`src/rtl/kbd_ascii_decoder_pkg.sv`:
```
// Shared definitions for the PS/2 set-2 keyboard to ASCII decoder:
// FSM state encoding, prefix and modifier scan codes, and the output FIFO
// default depth.
package kbd_ascii_decoder_pkg;

  typedef enum logic [1:0] {
    ST_IDLE   = 2'd0,
    ST_FETCH  = 2'd1,
    ST_DECODE = 2'd2
  } state_e;

  localparam logic [7:0] CODE_BREAK  = 8'hF0;
  localparam logic [7:0] CODE_EXT    = 8'hE0;
  localparam logic [7:0] CODE_LSHIFT = 8'h12;
  localparam logic [7:0] CODE_RSHIFT = 8'h59;
  localparam logic [7:0] CODE_CAPS   = 8'h58;

  localparam int unsigned FIFO_DEPTH_DEF = 8;

endpackage

```
`src/rtl/kbd_ascii_decoder_if.sv`:
```
// Bus bundle between the decoder, the PS/2 receiver FIFO and the host bus.
//   key_data    : scan code at the receiver FIFO head
//   ready       : receiver FIFO not empty
//   kbd_rdn     : active-low pop strobe to the receiver
//   ascii_rdn   : active-low pop strobe from the host bus
//   ascii       : character at the output FIFO head (0x00 when empty)
//   ascii_ready : output FIFO not empty
//   ascii_ovf   : sticky overflow flag
// slave  = decoder side, master = environment side.
interface kbd_ascii_decoder_if;
  logic [7:0] key_data;
  logic       ready;
  logic       kbd_rdn;
  logic       ascii_rdn;
  logic [7:0] ascii;
  logic       ascii_ready;
  logic       ascii_ovf;

  modport slave (
    input  key_data, ready, ascii_rdn,
    output kbd_rdn, ascii, ascii_ready, ascii_ovf
  );

  modport master (
    output key_data, ready, ascii_rdn,
    input  kbd_rdn, ascii, ascii_ready, ascii_ovf
  );
endinterface

```
`src/rtl/kbd_ascii_decoder_scan2ascii.sv`:
```
// Combinational PS/2 set-2 make code to ASCII lookup.
//   code  : scan code
//   shift : either shift key held
//   caps  : caps lock active
//   ascii : translated character (0x00 when unmapped)
//   valid : code has a mapping
// Letters are uppercase when shift XOR caps; other glyphs follow shift only.
module scan2ascii (
  input  logic [7:0] code,
  input  logic       shift,
  input  logic       caps,
  output logic [7:0] ascii,
  output logic       valid
);

  logic [7:0] lo;
  logic [7:0] hi;
  logic       letter;

  always_comb begin
    lo     = '0;
    hi     = '0;
    letter = 1'b0;
    valid  = 1'b1;
    case (code)
      8'h1C: {letter, lo, hi} = {1'b1, "a", "A"};
      8'h32: {letter, lo, hi} = {1'b1, "b", "B"};
      8'h21: {letter, lo, hi} = {1'b1, "c", "C"};
      8'h23: {letter, lo, hi} = {1'b1, "d", "D"};
      8'h24: {letter, lo, hi} = {1'b1, "e", "E"};
      8'h2B: {letter, lo, hi} = {1'b1, "f", "F"};
      8'h34: {letter, lo, hi} = {1'b1, "g", "G"};
      8'h33: {letter, lo, hi} = {1'b1, "h", "H"};
      8'h43: {letter, lo, hi} = {1'b1, "i", "I"};
      8'h3B: {letter, lo, hi} = {1'b1, "j", "J"};
      8'h42: {letter, lo, hi} = {1'b1, "k", "K"};
      8'h4B: {letter, lo, hi} = {1'b1, "l", "L"};
      8'h3A: {letter, lo, hi} = {1'b1, "m", "M"};
      8'h31: {letter, lo, hi} = {1'b1, "n", "N"};
      8'h44: {letter, lo, hi} = {1'b1, "o", "O"};
      8'h4D: {letter, lo, hi} = {1'b1, "p", "P"};
      8'h15: {letter, lo, hi} = {1'b1, "q", "Q"};
      8'h2D: {letter, lo, hi} = {1'b1, "r", "R"};
      8'h1B: {letter, lo, hi} = {1'b1, "s", "S"};
      8'h2C: {letter, lo, hi} = {1'b1, "t", "T"};
      8'h3C: {letter, lo, hi} = {1'b1, "u", "U"};
      8'h2A: {letter, lo, hi} = {1'b1, "v", "V"};
      8'h1D: {letter, lo, hi} = {1'b1, "w", "W"};
      8'h22: {letter, lo, hi} = {1'b1, "x", "X"};
      8'h35: {letter, lo, hi} = {1'b1, "y", "Y"};
      8'h1A: {letter, lo, hi} = {1'b1, "z", "Z"};
      8'h16: {lo, hi} = {"1", "!"};
      8'h1E: {lo, hi} = {"2", "@"};
      8'h26: {lo, hi} = {"3", "#"};
      8'h25: {lo, hi} = {"4", "$"};
      8'h2E: {lo, hi} = {"5", "%"};
      8'h36: {lo, hi} = {"6", "^"};
      8'h3D: {lo, hi} = {"7", "&"};
      8'h3E: {lo, hi} = {"8", "*"};
      8'h46: {lo, hi} = {"9", "("};
      8'h45: {lo, hi} = {"0", ")"};
      8'h0E: {lo, hi} = {8'h60, "~"};
      8'h4E: {lo, hi} = {"-", "_"};
      8'h55: {lo, hi} = {"=", "+"};
      8'h54: {lo, hi} = {"[", "{"};
      8'h5B: {lo, hi} = {"]", "}"};
      8'h5D: {lo, hi} = {8'h5C, "|"};
      8'h4C: {lo, hi} = {";", ":"};
      8'h52: {lo, hi} = {8'h27, 8'h22};
      8'h41: {lo, hi} = {",", "<"};
      8'h49: {lo, hi} = {".", ">"};
      8'h4A: {lo, hi} = {"/", "?"};
      8'h29: {lo, hi} = {8'h20, 8'h20};
      8'h5A: {lo, hi} = {8'h0D, 8'h0D};
      8'h66: {lo, hi} = {8'h08, 8'h08};
      8'h0D: {lo, hi} = {8'h09, 8'h09};
      default: valid = 1'b0;
    endcase
    ascii = (letter ? (shift ^ caps) : shift) ? hi : lo;
  end

endmodule

```
`src/rtl/kbd_ascii_decoder.sv`:
```
// PS/2 set-2 keyboard scan code to ASCII decoder with an output FIFO.
//   clk  : clock, rising edge
//   clrn : asynchronous active-low reset
//   bus  : receiver handshake (key_data/ready/kbd_rdn) and host side
//          (ascii_rdn/ascii/ascii_ready/ascii_ovf)
// Pops one scan code per IDLE->FETCH->DECODE pass, tracks break/extended
// prefixes and shift/caps state, and queues translated make codes.
module kbd_ascii_decoder
  import kbd_ascii_decoder_pkg::*;
#(
  parameter int unsigned FIFO_DEPTH = FIFO_DEPTH_DEF
) (
  input  logic               clk,
  input  logic               clrn,
  kbd_ascii_decoder_if.slave bus
);

  localparam int unsigned AW       = $clog2(FIFO_DEPTH);
  localparam logic [AW:0] FULL_CNT = (AW + 1)'(FIFO_DEPTH);

  state_e     state_q, state_d;
  logic [7:0] code_q, code_d;
  logic       brk_q, brk_d;
  logic       ext_q, ext_d;
  logic       shift_l_q, shift_l_d;
  logic       shift_r_q, shift_r_d;
  logic       caps_q, caps_d;
  logic       push;

  logic [7:0] s2a_ascii;
  logic       s2a_valid;

  logic [7:0]    mem_q [FIFO_DEPTH];
  logic [AW-1:0] wr_ptr_q;
  logic [AW-1:0] rd_ptr_q;
  logic [AW:0]   count_q;
  logic          ovf_q;
  logic          do_push;
  logic          do_pop;
  logic          drop;

  scan2ascii u_scan2ascii (
    .code  (code_q),
    .shift (shift_l_q | shift_r_q),
    .caps  (caps_q),
    .ascii (s2a_ascii),
    .valid (s2a_valid)
  );

  always_ff @(posedge clk or negedge clrn) begin
    if (!clrn) begin
      state_q   <= ST_IDLE;
      code_q    <= '0;
      brk_q     <= 1'b0;
      ext_q     <= 1'b0;
      shift_l_q <= 1'b0;
      shift_r_q <= 1'b0;
      caps_q    <= 1'b0;
    end else begin
      state_q   <= state_d;
      code_q    <= code_d;
      brk_q     <= brk_d;
      ext_q     <= ext_d;
      shift_l_q <= shift_l_d;
      shift_r_q <= shift_r_d;
      caps_q    <= caps_d;
    end
  end

  always_comb begin
    state_d   = state_q;
    code_d    = code_q;
    brk_d     = brk_q;
    ext_d     = ext_q;
    shift_l_d = shift_l_q;
    shift_r_d = shift_r_q;
    caps_d    = caps_q;
    push      = 1'b0;
    case (state_q)
      ST_IDLE: begin
        if (bus.ready) state_d = ST_FETCH;
      end
      ST_FETCH: begin
        code_d  = bus.key_data;
        state_d = ST_DECODE;
      end
      ST_DECODE: begin
        state_d = ST_IDLE;
        if (code_q == CODE_BREAK) begin
          brk_d = 1'b1;
        end else if (code_q == CODE_EXT) begin
          ext_d = 1'b1;
        end else begin
          // E0-prefixed codes (e.g. the E0 12 "fake shift") never touch
          // modifier state and never produce a character.
          if (!ext_q) begin
            case (code_q)
              CODE_LSHIFT: shift_l_d = !brk_q;
              CODE_RSHIFT: shift_r_d = !brk_q;
              CODE_CAPS:   if (!brk_q) caps_d = !caps_q;
              default:     push = !brk_q && s2a_valid;
            endcase
          end
          brk_d = 1'b0;
          ext_d = 1'b0;
        end
      end
      default: state_d = ST_IDLE;
    endcase
  end

  // A pop frees a slot in the same cycle, so a push into a full FIFO
  // alongside a pop is accepted rather than dropped.
  assign do_pop  = !bus.ascii_rdn && (count_q != '0);
  assign do_push = push && ((count_q != FULL_CNT) || do_pop);
  assign drop    = push && !do_push;

  always_ff @(posedge clk or negedge clrn) begin
    if (!clrn) begin
      wr_ptr_q <= '0;
      rd_ptr_q <= '0;
      count_q  <= '0;
      ovf_q    <= 1'b0;
    end else begin
      if (do_push) wr_ptr_q <= wr_ptr_q + 1'b1;
      if (do_pop)  rd_ptr_q <= rd_ptr_q + 1'b1;
      case ({do_push, do_pop})
        2'b10:   count_q <= count_q + 1'b1;
        2'b01:   count_q <= count_q - 1'b1;
        default: count_q <= count_q;
      endcase
      if (drop) ovf_q <= 1'b1;
    end
  end

  always_ff @(posedge clk) begin
    if (do_push) mem_q[wr_ptr_q] <= s2a_ascii;
  end

  assign bus.kbd_rdn     = (state_q != ST_FETCH);
  assign bus.ascii_ready = (count_q != '0);
  assign bus.ascii       = (count_q != '0) ? mem_q[rd_ptr_q] : 8'h00;
  assign bus.ascii_ovf   = ovf_q;

endmodule

```
`src/flat_wrapper.sv`:
```
// flat-port wrapper written by rule: the top's interface ports become plain ports
module kbd_ascii_decoder_flat import kbd_ascii_decoder_pkg::*;
#(
  parameter int unsigned FIFO_DEPTH = FIFO_DEPTH_DEF
)
  (clk, clrn, bus_key_data, bus_ready, bus_ascii_rdn, bus_kbd_rdn, bus_ascii, bus_ascii_ready, bus_ascii_ovf);
  kbd_ascii_decoder_if bus_i ();
  input  logic clk;
  input  logic clrn;
  input wire logic [$bits(bus_i.key_data)-1:0] bus_key_data;
  input wire logic [$bits(bus_i.ready)-1:0] bus_ready;
  input wire logic [$bits(bus_i.ascii_rdn)-1:0] bus_ascii_rdn;
  output wire logic [$bits(bus_i.kbd_rdn)-1:0] bus_kbd_rdn;
  output wire logic [$bits(bus_i.ascii)-1:0] bus_ascii;
  output wire logic [$bits(bus_i.ascii_ready)-1:0] bus_ascii_ready;
  output wire logic [$bits(bus_i.ascii_ovf)-1:0] bus_ascii_ovf;
  assign bus_i.key_data = bus_key_data;
  assign bus_i.ready = bus_ready;
  assign bus_i.ascii_rdn = bus_ascii_rdn;
  assign bus_kbd_rdn = bus_i.kbd_rdn;
  assign bus_ascii = bus_i.ascii;
  assign bus_ascii_ready = bus_i.ascii_ready;
  assign bus_ascii_ovf = bus_i.ascii_ovf;
  kbd_ascii_decoder #(.FIFO_DEPTH(FIFO_DEPTH)) u_core (.clk(clk), .clrn(clrn), .bus(bus_i));
endmodule
```
`config.mk`:
```
export PLATFORM = sky130hd
export DESIGN_NAME = kbd_ascii_decoder_flat
export DESIGN_NICKNAME = d
export VERILOG_FILES = /design/src/rtl/kbd_ascii_decoder_pkg.sv /design/src/rtl/kbd_ascii_decoder_if.sv /design/src/rtl/kbd_ascii_decoder_scan2ascii.sv /design/src/rtl/kbd_ascii_decoder.sv /design/src/flat_wrapper.sv
export SDC_FILE = /design/constraint.sdc
export NUM_CORES = 1
export LEC_CHECK = 0
export ABC_AREA = 1
export CORE_UTILIZATION = 61
export DETAILED_ROUTE_END_ITERATION = 16
export PLACE_DENSITY = 0.82
export SKIP_CTS_REPAIR_TIMING = 1
export SYNTH_ARGS = -nofsm -noshare
export SYNTH_HDL_FRONTEND = slang
export SYNTH_SLANG_ARGS = --single-unit
export TNS_END_PERCENT = 20
```
`constraint.sdc`:
```
create_clock -name clk -period 3.75 [get_ports clk]
set_clock_uncertainty 0.2 [all_clocks]
set_input_delay 1.125 -clock clk [delete_from_list [all_inputs] [get_ports clk]]
set_output_delay 1.125 -clock clk [all_outputs]
set_load 0.01 [all_outputs]
```
Word level (Yosys, flattened, before mapping)
Memory sizes are Yosys's and may differ from the RTL's.
Cells that the tools add are included.
{ "totals": {"ff_bits": 26, "in_bits": 12, "wordCells": 126, "mem_bits_rw": 64, "n_memories": 1, "output_inout_bits": 11} }
{ "mem_list": {"columns": ["memory", "words", "word_bits", "rd", "rd_ports_with_merged_regs", "wr", "line", "rtl"], "rows": [
  ["u_core.mem_q", 8, 8, 1, 0, 1, "kbd_ascii_decoder.sv:33", "logic [7:0] mem_q [FIFO_DEPTH];"]
]} }
{ "classes": {"eq_ne": 64, "n_addsub": 4, "muxes": 20, "bitwise_logic": 6, "n_reduce_logical": 20} }
{ "op_table": {"columns": ["operator", "n"], "rows": [
  ["$pmux 7 s51", 2],
  ["$eq 8x6->1 const B", 23],
  ["$eq 8x7->1 const B", 21],
  ["$eq 8x5->1 const B", 8],
  ["$reduce_or 51->1", 1],
  ["$reduce_or 26->1", 1],
  ["$eq 8x4->1 const B", 2],
  ["$eq 8x8->1 const B", 2],
  ["$mux 8", 2],
  ["$mux 1", 13],
  ["$reduce_and 5->1", 2],
  ["$pmux 4 s2", 1],
  ["$add 3x1->3 const B", 2],
  ["$reduce_and 6->1", 1],
  ["$add 4x1->4 const B", 1],
  ["$eq 2x1->1 const B", 2],
  ["$eq 2x2->1 const B", 2],
  ["$logic_and 1x1->1", 4],
  ["$logic_not 1->1", 4],
  ["$ne 2x1->1 const B", 2],
  ["$ne 4x4->1 const B", 1],
  ["$not 1->1", 4],
  ["$pmux 2 s2", 1],
  ["$reduce_and 2->1", 2],
  ["10 further kinds", 10]
]} }

Depth between registers and ports, before layout
{ "depth": {"ltp_word": 12, "ltp_mapped": 17, "mapped_depth_nobuf": 17} }

By module
A second synthesis with hierarchy kept.
{ "hier_totals": {"cells_unflattened": 652, "hier_area_um2": 5231.3} }
{ "by_module_without_submodules": {"columns": ["module", "area_each_um2", "cells_per_inst", "seq_area_each_um2", "n_inst"], "rows": [
  ["kbd_ascii_decoder", 3861.2, 354, 2572.5, 1],
  ["scan2ascii", 1370.1, 298, 0.0, 1]
]} }

Worst setup path after synthesis
Ideal clock, no wire load.
{ "synth_path": {"path_kind": "reg-to-output", "start": "register u_core.rd_ptr_q[0]", "end": "output port bus_ascii[0]", "required_time_ps": 2425, "arrival_time_ps": 1408, "setup_slack_ps": 1017, "n_path_buf": 2, "stages_incl_launch_ff": 7, "cell_sequence": "dfrtp_1 -> clkbuf_1 -> clkbuf_1 -> nor2_1 -> nor2_1 -> o21ai_0 -> a31oi_1"} }
{ "synth_between": {"elab_chain_cells": 2} }
{ "synth_lines": {"columns": ["item", "line", "rtl"], "rows": [
  ["start: declaration", "kbd_ascii_decoder.sv:35", "logic [AW-1:0] rd_ptr_q;"],
  ["start signal: assignment", "kbd_ascii_decoder.sv:126", "if (do_pop) rd_ptr_q <= rd_ptr_q + 1'b1;"],
  ["$mem_v2 8x8", null, null],
  ["$mux 8", "kbd_ascii_decoder.sv:142", "assign bus.ascii = (count_q != '0) ? mem_q[rd_ptr_q] : 8'h00;"],
  ["end: declaration", "flat_wrapper.sv:14", "output wire logic [$bits(bus_i.ascii)-1:0] bus_ascii;"]
]} }
No other way between the ends.

Worst setup path in the final report
{ "layout_path": {"start": "register u_core.rd_ptr_q[0]", "end": "output port bus_ascii[3]"} }
The elaborated chain is that of the path after synthesis.

==> metrics.md <==
| Metric | Value |
|---|---|
| RR Startpoint | u_core.code_q[5]$_DFFE_PN0N_ |
| Initial antenna violation count | 0 |
| Type of the worst setup path | reg -> out |
| Element type at the critical path end | primary output |
| Final Max Tran Viols | 0 |
| DR WL/cell | roughly 16 um |
| Register area | 2330 sq um |
| Reg2Reg Depth | 16 |
| Final Net Count | between 600 and 700 |
| Final setup violation count | 0 |
| Die W | between 90 and 100 um |
| CP required | about 2.4 ns |
| Residual DRC count | 0 |
| Syn Nets | between 500 and 600 |
| Crit-path slowest cell | clkdlybuf4s50_1 |
| Fin crit period | about 3.6 ns |
| GRT overflow | 0 |
| Worst VDD drop | 0.286 mV |
| Maxcap violations | 0 |
| Flop2flop setup slack | 0.52 ns |
| Global-route wire length before repair | between 15000 and 20000 um |
| WP buf/inv | 2 |
| Worst Min Path Start | u_core.state_q[0]$_DFFE_PN0P_ |
| Syn Area/Cell | approximately 8.3 sq um |
| Outcome | finished, final reports clean |
| DP Worst Slack | between 0.3 and 0.4 ns |
| Top delay family on crit path | buffers and inverters |
| Vias per cell | 5.64 |
| Ant diodes | 0 |
| Top cells by area, synth | edfxtp_1, dfrtp_1, nand2_1 |
| Vias in the first global route | ~3800 |
| CTS Buffer Depth | 2 |
| Clock transition at path regs | roughly 0.090 ns |
| CTS H-tree lvls | 3 |
| Crit-path max cell delay | approximately 0.5 ns |
| Max transition margin | 56.0% |
| Fmax | 274 MHz |
| Distinct cells, synth | 38 |
| Layout area overhead | 13.8% |
| Synth Register Bits | 82 |
| Yosys top cell by area | edfxtp_1 |
| Ratio of cells with drive above 1 in the final layout | approximately 14% |
| Hold Slack | between 0.2 and 0.25 ns |
| Core footprint | roughly 7400 sq um |
| Worst Setup Slack, final | 0.105 ns |
| Top FF cell, synth | edfxtp_1 |
| P_leak | about 0.0024 uW |
| Clock sink total | a little over 80 |
| Gp weighted congestion | around 1 |
| Pre-antenna DRT Iters | 5 |
| Post-synth EDFFs | 56 |
| Multi-input gate area | 2160 sq um |
| Hold path endpoint | u_core.state_q[0]$_DFFE_PN0P_ |
| Reg-to-Reg End | u_core.count_q[2]$_DFFE_PN0P_ |
| Warnings, synthesis | 0 |
| Post-Syn Area | 4730 sq um |
| Crit path launch | u_core.rd_ptr_q[0]$_DFFE_PN0P_ |
| Register area share after synthesis | just under 50% |
| Initial cell density of the core | between 60% and 70% |
| I/O pins | 23 |
| Hold WC Path Type | reg -> reg |
| CP startpoint kind | flop |
| Crit path DAT | 2.32 ns |
| FFs w/ async S/R, synth | about a third |
| Post-DP HPWL | between 8000 and 9000 um |
| TritonCTS clock tree | yes |
| Slew of the pin with the lowest slew margin | between 0.6 and 0.7 ns |
| Final hold vios | 0 |
| Number of DRC markers in iteration 0 | roughly 270 |
| Crit path max fanout | 14 |
| Tot GR Track Use | 29.6% |
| FILL cells | roughly 560 |
| Worst-path cell chain | clkinvlp_2 -> o21ai_0 -> a31oi_1 -> clkdlybuf4s50_1 |
| Clk_lat worst skew | ~0.36 ns |
| Root Driver | clkbuf_8 |
| Via count | around 4000 |
| Hold Path Stages | 1 |
| Antenna Violating Nets Remaining | 0 |
| Post-synth top area share | 35.6% |
| Final worst path period share | roughly 97% |
| Largest net degree at the start of global routing | 31 |
| RSZ-0062 raised after global routing | false |
| Site Rows | 31 |
| Synth Instances | around 570 |
| Height of the die | between 90 and 100 um |
| CTS Buf Count | 9 |
| DIE AREA | 8100 sq um |
| Routed WL | between 10000 and 15000 um |
| Cell Pwr Density | 681 nW/um^2 |
| Port Buffers | 21 |
-- worst register-to-register path, cell delays in order (launching register included) --
cell	delay, ns
dfrtp_1	0.43
inv_1	0.13
nand2_1	0.08
nor2_1	0.42
inv_1	0.12
nor2_1	0.21
nor2_1	0.10
nand3_2	0.10
nor2_4	0.05
nand3_4	0.11
nand3_2	0.14
ha_1	0.28
xor2_1	0.19
ha_1	0.22
a21oi_1	0.15
xnor2_1	0.13
o21ai_0	0.08
-- sequential cells by signal (all words and copies together) (netlist names) --
signal / cells
u_core.brk_q: 1
u_core.bus.ascii_ovf: 1
u_core.caps_q: 1
u_core.code_q: 8
u_core.count_q: 4
u_core.ext_q: 1
u_core.mem_q: 56
u_core.rd_ptr_q: 3
u_core.shift_l_q: 1
u_core.shift_r_q: 1
u_core.state_q: 2
u_core.wr_ptr_q: 3
-- final cells by class --
type	count	share of cell area (%)
sequential	82	43.4
timing repair buffer	40	6.63
inverter	45	3.28
clock buffer	9	2.30
timing repair inverter	1	0.0930
tap	99	2.30
multi-input combinational	431	40.2
clock inverter	7	1.86
-- where the power goes --
part / switching (uW) / internal, uW
combinational: 1050 / 596
clock: 338 / 381
sequential: 110 / 1190
-- stage by stage --
stage	cell area (sq um)	instances	util (%)	total power [uW]	setup TNS, ns
after floorplan	4730	572	-	2380	0
after CTS	5350	711	72.6	3610	-0.179
after detailed placement	5120	695	69.5	2900	0
after global placement	5120	695	69.5	2840	0
after global routing	5380	714	73.0	3900	0
final	5380	714	73.0	3660	0
-- synthesized netlist by cell type, types with 2 or more instances --
library cell and count:
nand2_4 4, o22ai_1 7, nor2_1 98, nand3_2 6
buf_2 3, nand2_1 131, nor2_2 12, nor3_1 15
a31oi_1 9, inv_2 5, a21oi_1 6, nand4_1 9
dfrtp_1 26, xnor2_1 4, xor2_1 6, nand3_1 38
edfxtp_1 56, nor2_4 2, nand4_2 2, nor3b_1 3
nor3_4 2, ha_1 5, clkbuf_1 9, o21ai_0 52
inv_1 39, nand2_2 9, nand3_4 2, buf_4 2
-- kinds of logic after synthesis --
kind of cell	count (synthesis)	synth area share [%]
buffers and inverters	59	4.92
adder cells (fa/ha/maj)	5	1.32
flip-flops	82	49.4
XOR/XNOR	10	1.85
AND/OR/NAND/NOR	336	33.4
AO/OA/AOI/OAI	79	9.08
other	1	0.0794
-- per-layer routing --
metal  GRT usage, %  routed length, um
met1           37.4               4740
met2           49.8               5530
met3           4.91                710
met4           13.4                344
met5              0                  0
-- worst max path at each step --
| stage | end | slack, ns | cells after the start |
|---|---|---|---|
| after global placement | bus_ascii[1] | 0.44 | 6 |
| after detailed placement | bus_ascii[6] | 0.31 | 6 |
| final | bus_ascii[3] | 0.10 | 4 |
| after CTS | bus_ascii[1] | -0.08 | 6 |
| after floorplan | bus_ascii[0] | 1.02 | 6 |
| after global routing | bus_ascii[6] | 0.01 | 4 |
-- layout by cell type, fill, tap and decap left out, types with 9 or more instances in the layout --
master	n
nand3_1	38
edfxtp_1	56
o21ai_0	52
clkdlybuf4s50_1	21
a31oi_1	9
clkbuf_8	9
nor2_2	12
nand4_1	9
nor3_1	15
nor2_1	98
nand2_2	9
buf_4	18
inv_1	38
nand2_1	131
dfrtp_1	26
No activity file was read; power rests on OpenSTA's default activity.
